===== config.mk =====
export PLATFORM = sky130hd
export DESIGN_NAME = exc_req_gen
export DESIGN_NICKNAME = d
export VERILOG_FILES = /design/src/rtl/exc_req_gen_pkg.sv /design/src/rtl/exc_int_sync.sv /design/src/rtl/exc_req_gen.sv
export SDC_FILE = /design/constraint.sdc
export NUM_CORES = 1
export LEC_CHECK = 0
export ABC_CLOCK_PERIOD_IN_PS = 2110
export BUFFER_PORTS_ARGS = -buffer_cell sky130_fd_sc_hd__buf_4
export CAP_MARGIN = 20
export CORE_MARGIN = 2
export CORE_UTILIZATION = 42
export CTS_BUF_LIST = sky130_fd_sc_hd__clkbuf_16
export DETAILED_ROUTE_END_ITERATION = 16
export PLACE_DENSITY = 0.79
export REMOVE_ABC_BUFFERS = 1
export SLEW_MARGIN = 10
export SYNTH_ARGS = -nofsm -noshare
export SYNTH_HDL_FRONTEND = slang
export SYNTH_SLANG_ARGS = --single-unit

===== constraint.sdc =====
create_clock -name clk -period 2.11 [get_ports clk]
set_input_delay 0.211 -clock clk [delete_from_list [all_inputs] [get_ports clk]]
set_output_delay 0.211 -clock clk [all_outputs]
set_load 0.02 [all_outputs]

===== src/rtl/exc_req_gen_pkg.sv =====
// Shared control encodings for the exception request generator.
package exc_req_gen_pkg;

    localparam int unsigned CAUSE_W = 4;
    localparam int unsigned DEPTH_W = 3;

    // Bit positions inside the one-hot cause vector sent to CP0
    localparam int unsigned CAUSE_INT    = 0;
    localparam int unsigned CAUSE_SYS    = 1;
    localparam int unsigned CAUSE_UNIMPL = 2;
    localparam int unsigned CAUSE_OVF    = 3;

    // Next-PC source select codes
    localparam logic [1:0] PC_SEQ    = 2'b00;
    localparam logic [1:0] PC_VECTOR = 2'b01;
    localparam logic [1:0] PC_EPC    = 2'b10;

    typedef enum logic [1:0] {
        ST_IDLE    = 2'd0,
        ST_TAKE    = 2'd1,
        ST_SERVICE = 2'd2,
        ST_RETURN  = 2'd3
    } exc_state_e;

    // Priority-resolve the synchronous exception flags into one cause bit
    function automatic logic [CAUSE_W-1:0] cause_onehot(input logic ovf,
                                                        input logic unimpl,
                                                        input logic sys);
        logic [CAUSE_W-1:0] oh;
        oh = '0;
        if (ovf) begin
            oh[CAUSE_OVF] = 1'b1;
        end else if (unimpl) begin
            oh[CAUSE_UNIMPL] = 1'b1;
        end else if (sys) begin
            oh[CAUSE_SYS] = 1'b1;
        end
        return oh;
    endfunction

endpackage


===== src/rtl/exc_int_sync.sv =====
// Per-line interrupt front end: 2-flop synchronizer, rising-edge detect, pending latch.
module exc_int_sync (
    input  logic clk,
    input  logic rst,
    input  logic req_i,
    input  logic ack_i,
    output logic pend_c_o
);

    logic sync1_q;
    logic sync2_q;
    logic prev_q;
    logic pend_q;
    logic pend_d;
    logic rise_c;

    assign rise_c   = sync2_q & ~prev_q;
    assign pend_c_o = pend_q | rise_c;

    // A fresh edge wins over the ack clearing the latch in the same cycle
    always_comb begin
        pend_d = (pend_q & ~ack_i) | rise_c;
    end

    // Synchronizer chain and pending latch
    always_ff @(posedge clk or negedge rst) begin
        if (!rst) begin
            sync1_q <= 1'b0;
            sync2_q <= 1'b0;
            prev_q  <= 1'b0;
            pend_q  <= 1'b0;
        end else begin
            sync1_q <= req_i;
            sync2_q <= sync1_q;
            prev_q  <= sync2_q;
            pend_q  <= pend_d;
        end
    end

endmodule


===== src/rtl/exc_req_gen.sv =====
// Exception / interrupt request generator: arbitrates causes, drives CP0 and PC redirect.
module exc_req_gen
    import exc_req_gen_pkg::*;
#(
    parameter int unsigned MAX_NEST = 3,
    parameter int unsigned INT_W    = 4
) (
    input  logic               clk,
    input  logic               rst,
    input  logic [INT_W-1:0]   int_req,
    input  logic               sys_ex,
    input  logic               unimpl_ex,
    input  logic               ovf_ex,
    input  logic               eret,
    input  logic [31:0]        ex_pc,
    input  logic [31:0]        nxt_pc,
    input  logic [31:0]        status_in,
    output logic [3:0]         cp_signal,
    output logic               epc_wr,
    output logic [31:0]        epc_val,
    output logic               flush,
    output logic [1:0]         pc_sel,
    output logic [INT_W-1:0]   int_ack,
    output logic [2:0]         depth,
    output logic               nest_err
);

    exc_state_e           state_q, state_d;
    logic [CAUSE_W-1:0]   cp_q, cp_d;
    logic                 epc_wr_q, epc_wr_d;
    logic [31:0]          epc_val_q, epc_val_d;
    logic                 flush_q, flush_d;
    logic [1:0]           pc_sel_q, pc_sel_d;
    logic [INT_W-1:0]     int_ack_q, int_ack_d;
    logic [DEPTH_W-1:0]   depth_q, depth_d;
    logic                 nest_err_q, nest_err_d;

    logic [INT_W-1:0]     pend_c;
    logic [INT_W-1:0]     int_sel_c;
    logic                 exc_c;
    logic                 int_ok_c;
    logic                 nest_full_c;
    logic                 do_exc_c;
    logic                 do_int_c;
    logic                 unused_status_c;

    // One synchronizer/pending slice per interrupt line
    for (genvar g = 0; g < INT_W; g++) begin : g_int
        exc_int_sync u_sync (
            .clk      (clk),
            .rst      (rst),
            .req_i    (int_req[g]),
            .ack_i    (int_ack_q[g]),
            .pend_c_o (pend_c[g])
        );
    end

    assign unused_status_c = ^status_in[31:1];
    assign exc_c           = ovf_ex | unimpl_ex | sys_ex;
    assign int_sel_c       = pend_c & (~pend_c + INT_W'(1));
    assign int_ok_c        = status_in[0] && (depth_q == '0) && (|pend_c);
    assign nest_full_c     = (depth_q >= DEPTH_W'(MAX_NEST));

    // Next-state and registered-output computation
    always_comb begin
        state_d    = state_q;
        cp_d       = '0;
        epc_wr_d   = 1'b0;
        epc_val_d  = '0;
        flush_d    = 1'b0;
        pc_sel_d   = PC_SEQ;
        int_ack_d  = '0;
        depth_d    = depth_q;
        nest_err_d = nest_err_q;
        do_exc_c   = 1'b0;
        do_int_c   = 1'b0;

        case (state_q)
            ST_IDLE: begin
                if (exc_c) begin
                    if (nest_full_c) begin
                        nest_err_d = 1'b1;
                    end else begin
                        do_exc_c = 1'b1;
                    end
                end else if (eret) begin
                    nest_err_d = 1'b1;
                end else if (int_ok_c) begin
                    do_int_c = 1'b1;
                end
            end
            ST_SERVICE: begin
                if (exc_c) begin
                    if (nest_full_c) begin
                        nest_err_d = 1'b1;
                    end else begin
                        do_exc_c = 1'b1;
                    end
                end else if (eret) begin
                    state_d  = ST_RETURN;
                    flush_d  = 1'b1;
                    pc_sel_d = PC_EPC;
                    depth_d  = depth_q - DEPTH_W'(1);
                end
            end
            ST_TAKE: begin
                state_d = ST_SERVICE;
            end
            ST_RETURN: begin
                state_d = (depth_q != '0) ? ST_SERVICE : ST_IDLE;
            end
            default: begin
                state_d = ST_IDLE;
            end
        endcase

        if (do_exc_c) begin
            state_d   = ST_TAKE;
            cp_d      = cause_onehot(ovf_ex, unimpl_ex, sys_ex);
            epc_wr_d  = 1'b1;
            epc_val_d = ex_pc;
            flush_d   = 1'b1;
            pc_sel_d  = PC_VECTOR;
            depth_d   = depth_q + DEPTH_W'(1);
        end else if (do_int_c) begin
            state_d   = ST_TAKE;
            cp_d      = '0;
            cp_d[CAUSE_INT] = 1'b1;
            epc_wr_d  = 1'b1;
            epc_val_d = nxt_pc;
            flush_d   = 1'b1;
            pc_sel_d  = PC_VECTOR;
            int_ack_d = int_sel_c;
            depth_d   = depth_q + DEPTH_W'(1);
        end
    end

    // State and output registers
    always_ff @(posedge clk or negedge rst) begin
        if (!rst) begin
            state_q    <= ST_IDLE;
            cp_q       <= '0;
            epc_wr_q   <= 1'b0;
            epc_val_q  <= '0;
            flush_q    <= 1'b0;
            pc_sel_q   <= PC_SEQ;
            int_ack_q  <= '0;
            depth_q    <= '0;
            nest_err_q <= 1'b0;
        end else begin
            state_q    <= state_d;
            cp_q       <= cp_d;
            epc_wr_q   <= epc_wr_d;
            epc_val_q  <= epc_val_d;
            flush_q    <= flush_d;
            pc_sel_q   <= pc_sel_d;
            int_ack_q  <= int_ack_d;
            depth_q    <= depth_d;
            nest_err_q <= nest_err_d;
        end
    end

    assign cp_signal = cp_q;
    assign epc_wr    = epc_wr_q;
    assign epc_val   = epc_val_q;
    assign flush     = flush_q;
    assign pc_sel    = pc_sel_q;
    assign int_ack   = int_ack_q;
    assign depth     = depth_q;
    assign nest_err  = nest_err_q;

endmodule


* Word level (Yosys, flattened, before mapping)
Cells that the tools add are included.
** Word-level totals
- Flip-flop bits (word level) :: 66
- Latch bits :: 0
- RAM bits :: 0
- ROM bits :: 0
- Bits of input ports :: 106
- Output and inout bits :: 48
- Word-level logic and storage cells :: 125
- Memories kept :: 0
** Cells by class
- $add $sub $neg :: 3
- $mul :: 0
- Divide/modulo/power cells :: 0
- Magnitude comparators :: 1
- Equal/unequal tests :: 8
- Shift operators :: 0
- Mux-type cells :: 46
- Bitwise logic cells :: 28
- Reductions and logical operators :: 14
** Operators with widths (number)
- two-way mux 32 bit :: 2
- two-way mux 1 bit :: 23
- two-way mux 2 bit :: 11
- two-way mux 3 bit :: 5
- two-way mux 4 bit :: 3
- OR 1 bit :: 10
- AND reduction 3 bit :: 3
- nonzero test 3 bit :: 3
- AND 1 bit :: 8
- != test 4 bit (second input constant) :: 2
- NOT 1 bit :: 8
- case mux 2 bit (3 select lines) :: 1
- nonzero test 5 bit :: 1
- adder 4 x 1 -> 4 bit (second input constant) :: 1
- AND 4 bit :: 1
- == test 2 bit (second input constant) :: 2
- NOT 4 bit :: 1
- OR reduction 4 bit :: 1
- adder 3 x 1 -> 3 bit (second input constant) :: 1
- >= comparator 3 x 2 -> 1 bit (second input constant) :: 1
- zero test 3 bit :: 1
- != test 3 x 1 -> 1 bit (second input constant) :: 1
- != test 3 bit (second input constant) :: 1
- subtractor 3 x 1 -> 3 bit (second input constant) :: 1
- 7 further kinds :: 8

* Longest topological paths before layout
- Depth after elaboration :: 11
- Depth in mapped cells :: 9
- Mapped depth without buffers :: 8

* Cells and area by module
A second synthesis with hierarchy kept.
** Second synthesis, totals
- Cell total of the unflattened synthesis :: 170
- Area total of the unflattened synthesis :: 2374.8 µm²
** By module, submodules not included
- exc_req_gen :: instances 1, cells an instance 138, area an instance 1899.3 µm², sequential area each 1226.2 µm²
- exc_int_sync :: instances 4, cells an instance 8, area an instance 118.9 µm², sequential area each 100.1 µm²

* Worst setup path after synthesis
No wires, ideal clock.
- Path type :: flip-flop to flip-flop
- From :: reg depth_q[0] (netlist: depth[0])
- To :: reg epc_val_q[10] (netlist: epc_val[10])
- Library setup time :: 0.065 ns
- Data arrival time :: 1.832 ns
- Data required time :: 2.045 ns
- Setup slack :: 0.212 ns
- Cell stages (with the launch flop) :: 9
- Buffers on the path :: 2
- Period minus slack after synthesis :: 1.898 ns
- Path through :: dfrtp_1 > ha_1 > ha_1 > nor2_1 > o21ai_0 > nor3_1 > buf_2 > buf_1 > a22o_1
** Between the ends
- Longest elaborated chain between the ends :: 9
- Elaborated cells on any way between the ends :: 13
- Classes of those cells :: order compare (1); mux (9); reduce/logical (3)
** RTL lines
- start, declared :: line exc_req_gen.sv:35 : logic [DEPTH_W-1:0] depth_q, depth_d;
- start signal, assigned :: line exc_req_gen.sv:158 : depth_q <= depth_d;
- zero test 3 bit :: line exc_req_gen.sv:61 : assign int_ok_c = status_in[0] && (depth_q == '0) && (|pend_c);
- logical AND 1 bit (2 in a row) :: line exc_req_gen.sv:61
- two-way mux 1 bit :: line exc_req_gen.sv:88 : end else if (int_ok_c) begin
- two-way mux 1 bit :: line exc_req_gen.sv:86 : end else if (eret) begin
- two-way mux 1 bit :: line exc_req_gen.sv:80 : if (exc_c) begin
- two-way mux 1 bit :: line exc_req_gen.sv:78 : case (state_q)
- two-way mux 32 bit :: line exc_req_gen.sv:125 : end else if (do_int_c) begin
- two-way mux 32 bit (*) :: line exc_req_gen.sv:117 : if (do_exc_c) begin
- net epc_val_d[10] :: line exc_req_gen.sv:31 : logic [31:0] epc_val_q, epc_val_d;
- end signal, assigned :: line exc_req_gen.sv:154 : epc_val_q <= epc_val_d;
- end, declared :: line exc_req_gen.sv:31
The timed path passes the listed nets; every way through them passes the cells marked *.
A chain may end at the register's enable or synchronous reset.

* Final worst setup path
- From :: reg depth_q[0] (netlist: depth[0])
- To :: reg epc_val_q[2] (netlist: epc_val[2])
The elaborated chain is that of the path after synthesis.

==> reports/metrics.yaml <==
clk_latency_ps: 320
clk_pin_slew_ps: 50
place_area_um2: 3430
wl_per_cell_um: 14.7
fmax_ghz: 0.533
status: "finished, final reports clean"
die-height_um: 80.4
grt_pass1_vias: 1881
drc: 0
cp_cell_sequence: "inv_1 > ha_1 > nor2b_1 > and4b_1 > a21boi_4 > buf_12 > a22o_1"
slowest_delay_ps: 390
grt_pass1_wl_um: 8860
rows: 27
rsz0062_at_grt: "false"
p_per_area_nw_per_um2: 1110
area_growth_pct: 53.3
synth_top_family_by_area: "compound AO/OA/AOI/OAI gates"
cp.required_ps: 2360
finalWirelength_um: 5620
report.final.slew_viol_count: 0
cp.arrival_ps: 2120
grt_usage: 0.190
postSynthCellCount: 174
dp.cells: 360
antenna_found_initial: 0
startpoint_type: "flop"
cts-hold-fix-buffers: 5
syn-cell-area_um2: 2450
slowest_stage: "dfrtp_1"
crit_start: "depth[0]"
period_share: 0.889
ys_seq_elements: 65
syn_avg_cell_area_um2: 14.1
die_area_um2: 6460
synth.mux.area_fraction: 0.00409
synth_xor_area_frac: 0.00358
ant_nets: 0
finClkSkew_ps: 5.02
slew_headroom: 0.484
cts_max_path_buffers: 2
reg2reg_from: "depth[0]"
port_buffers: 122
final_cells: 381
fill_cells: 428
yosys_warnings: 0
power_leakage_uw: 0.00194
yosys.area_share.adder: 0.0204
grt_max_degree: 66
cts_tree: "yes"
synth_cell_types: 35
antennaDiodeCount: 0
crit_type: "flop to flop"
vdd_drop_max_uv: 544
initial_core_util: 0.439
fp.dieW_um: 80.4
firstDrtPassIters: 4
drive_gt1_frac: 0.466
cts_buffers: 9
dp_hpwl_um: 4150
cts_setup_buffers: 0
first_iter_violations: 93
cp_max_fo: 31
finalHoldViolations: 0
setup_viol: 0
clock-sinks: 65
post-route-min-period_ps: 1870
final_area_um2: 3750
place_congestion: 0.803
viasPerCell: 4.83
ioPinCount: 154
min_from: "unimpl_ex"
cts-resized-gates: 0
fp.coreArea_um2: 5570
clockRootBuffer: "clkbuf_16"
tightestPinTransition_ps: 774
end_kind: "flop"
hp-class: "primary input to flop"
htree_num_levels: 3
maxCapViolCount: 0
synth_compound_area_frac: 0.160
vias: 1840
nets: 414
yosys.area_share.simple: 0.0971
yosysSeqAreaShare: 0.664
grt_overflow: 0
[cell families (layout without fill, tap and decap cells)]
group,count (synthesis),after routing
buffers and inverters,21,156
AND/OR/NAND/NOR,35,35
XOR/XNOR,1,1
multiplexers,1,1
adder cells (fa/ha/maj),4,4
flip-flops,65,65
AO/OA/AOI/OAI,47,47
[registers in the layout, indices dropped and copies added, names as in the netlist]
name	count
pc_sel	2
state_q	2
epc_val	32
depth	3
g_int.u_sync.pend_q	4
g_int.u_sync.sync1_q	4
g_int.u_sync.sync2_q	4
nest_err	1
g_int.u_sync.prev_q	4
cp_signal	4
int_ack	4
flush	1
[layout by cell type (no fill, tap or decap)]
cell and count:
nor3_2 2, and4b_1 1, dlygate4sd3_1 5, nor2b_1 8, a211o_1 1, dfrtp_1 65
and2_1 1, buf_4 124, a2111oi_0 1, and3_1 1, a21oi_1 2, a21boi_4 1
clkinv_1 3, nand2b_1 1, nor4bb_1 1, a22o_1 32, a21o_1 4, o21bai_1 1
mux2i_1 1, nand3_1 1, nand4_1 1, clkinv_2 1, o21ai_0 4, nor4b_1 1
buf_12 2, nor2_1 9, nor4_4 2, a21oi_2 1, bufinv_16 1, nand2_1 2
nor3_1 1, inv_1 11, clkbuf_16 9, nor4_2 1, xnor2_1 1, or3_1 2
ha_1 4
[report_power, final]
group	switching [µW]	internal [µW]
Sequential	105	1460
Clock	479	889
Combinational	647	600
Total	1230	2950
[worst max-delay path: cells and delay by family (launching register included)]
family                   cells  cell delay (ps)
AO/OA/AOI/OAI                2              450
AND/OR/NAND/NOR              2              440
buffers and inverters        2              360
adder cells (fa/ha/maj)      1              150
flip-flops                   1              390
[cell usage after synthesis]
cell        n  area share
mux2i_1     1      0.0041
nor4bb_1    1      0.0041
and3_1      1      0.0026
dfrtp_1    65        0.66
o21bai_1    1      0.0031
nor4_2      1      0.0051
a211o_1     1      0.0036
or3_1       2      0.0051
nor4_4      2       0.017
nor2_1      9       0.014
and4b_1     1      0.0041
nand4_1     1      0.0026
a21boi_4    1      0.0077
xnor2_1     1      0.0036
ha_1        4       0.020
clkbuf_1    1      0.0015
nor2b_1     8       0.020
a21oi_2     1      0.0036
nand3_1     1      0.0020
a21oi_1     2      0.0041
and2_1      1      0.0026
buf_1       1      0.0015
nand2_1     2      0.0031
inv_1       9       0.014
nor3_1      2      0.0041
nand2b_1    1      0.0026
buf_4       5       0.015
o21ai_0     4      0.0082
buf_6       3       0.014
buf_2       2      0.0041
a2111oi_0   1      0.0036
a22o_1     32        0.11
nor3_2      1      0.0041
a21o_1      4       0.012
nor4b_1     1      0.0036
[final cells by class]
type                       instances  area, µm²  area share
multi-input combinational         88        704       0.188
timing repair buffer             131       1020       0.272
clock buffer                       9        225      0.0600
tap                               72       90.1      0.0240
inverter                           9       33.8     0.00900
sequential                        65       1630       0.433
clock inverter                     7       53.8      0.0143
[path summary, 6_finish.rpt]
kind	end	slack, ps	cells past startpoint
min in group asynchronous	pc_sel[0]	520	2
hold reg to reg	g_int[2].u_sync.sync2_q	350	0
hold / removal	cp_signal[1]	100	2
setup / recovery	epc_val[2]	240	7
setup reg to reg	epc_val[2]	240	7
max in group asynchronous	g_int[0].u_sync.sync1_q	1080	2
[metal layers]
layer | vias to the layer above | share of wire | global-route usage
met1 | 858 | 0.37 | 0.201
met3 | 12 | 0.082 | 0.0663
met4 | 0 | 0.025 | 0.112
met5 | - | 0 | 0
li1 | 880 | - | -
met2 | 90 | 0.52 | 0.325
[metrics by stage]
step / TNS, ps / setup WS, ps / utilization / power (µW) / hold slack (ps)
finish: 0 / 235 / 0.674 / 4180 / 101
detailed placement: 0 / 226 / 0.615 / 2830 / 321
global route: 0 / 92.6 / 0.674 / 4380 / 87.4
floorplan: -50030 / -1450 / - / 2210 / -84.6
CTS: 0 / 204 / 0.674 / 4230 / 83.5
global placement: 0 / 244 / 0.615 / 2790 / 321
Power figures use the tool's default switching activity.
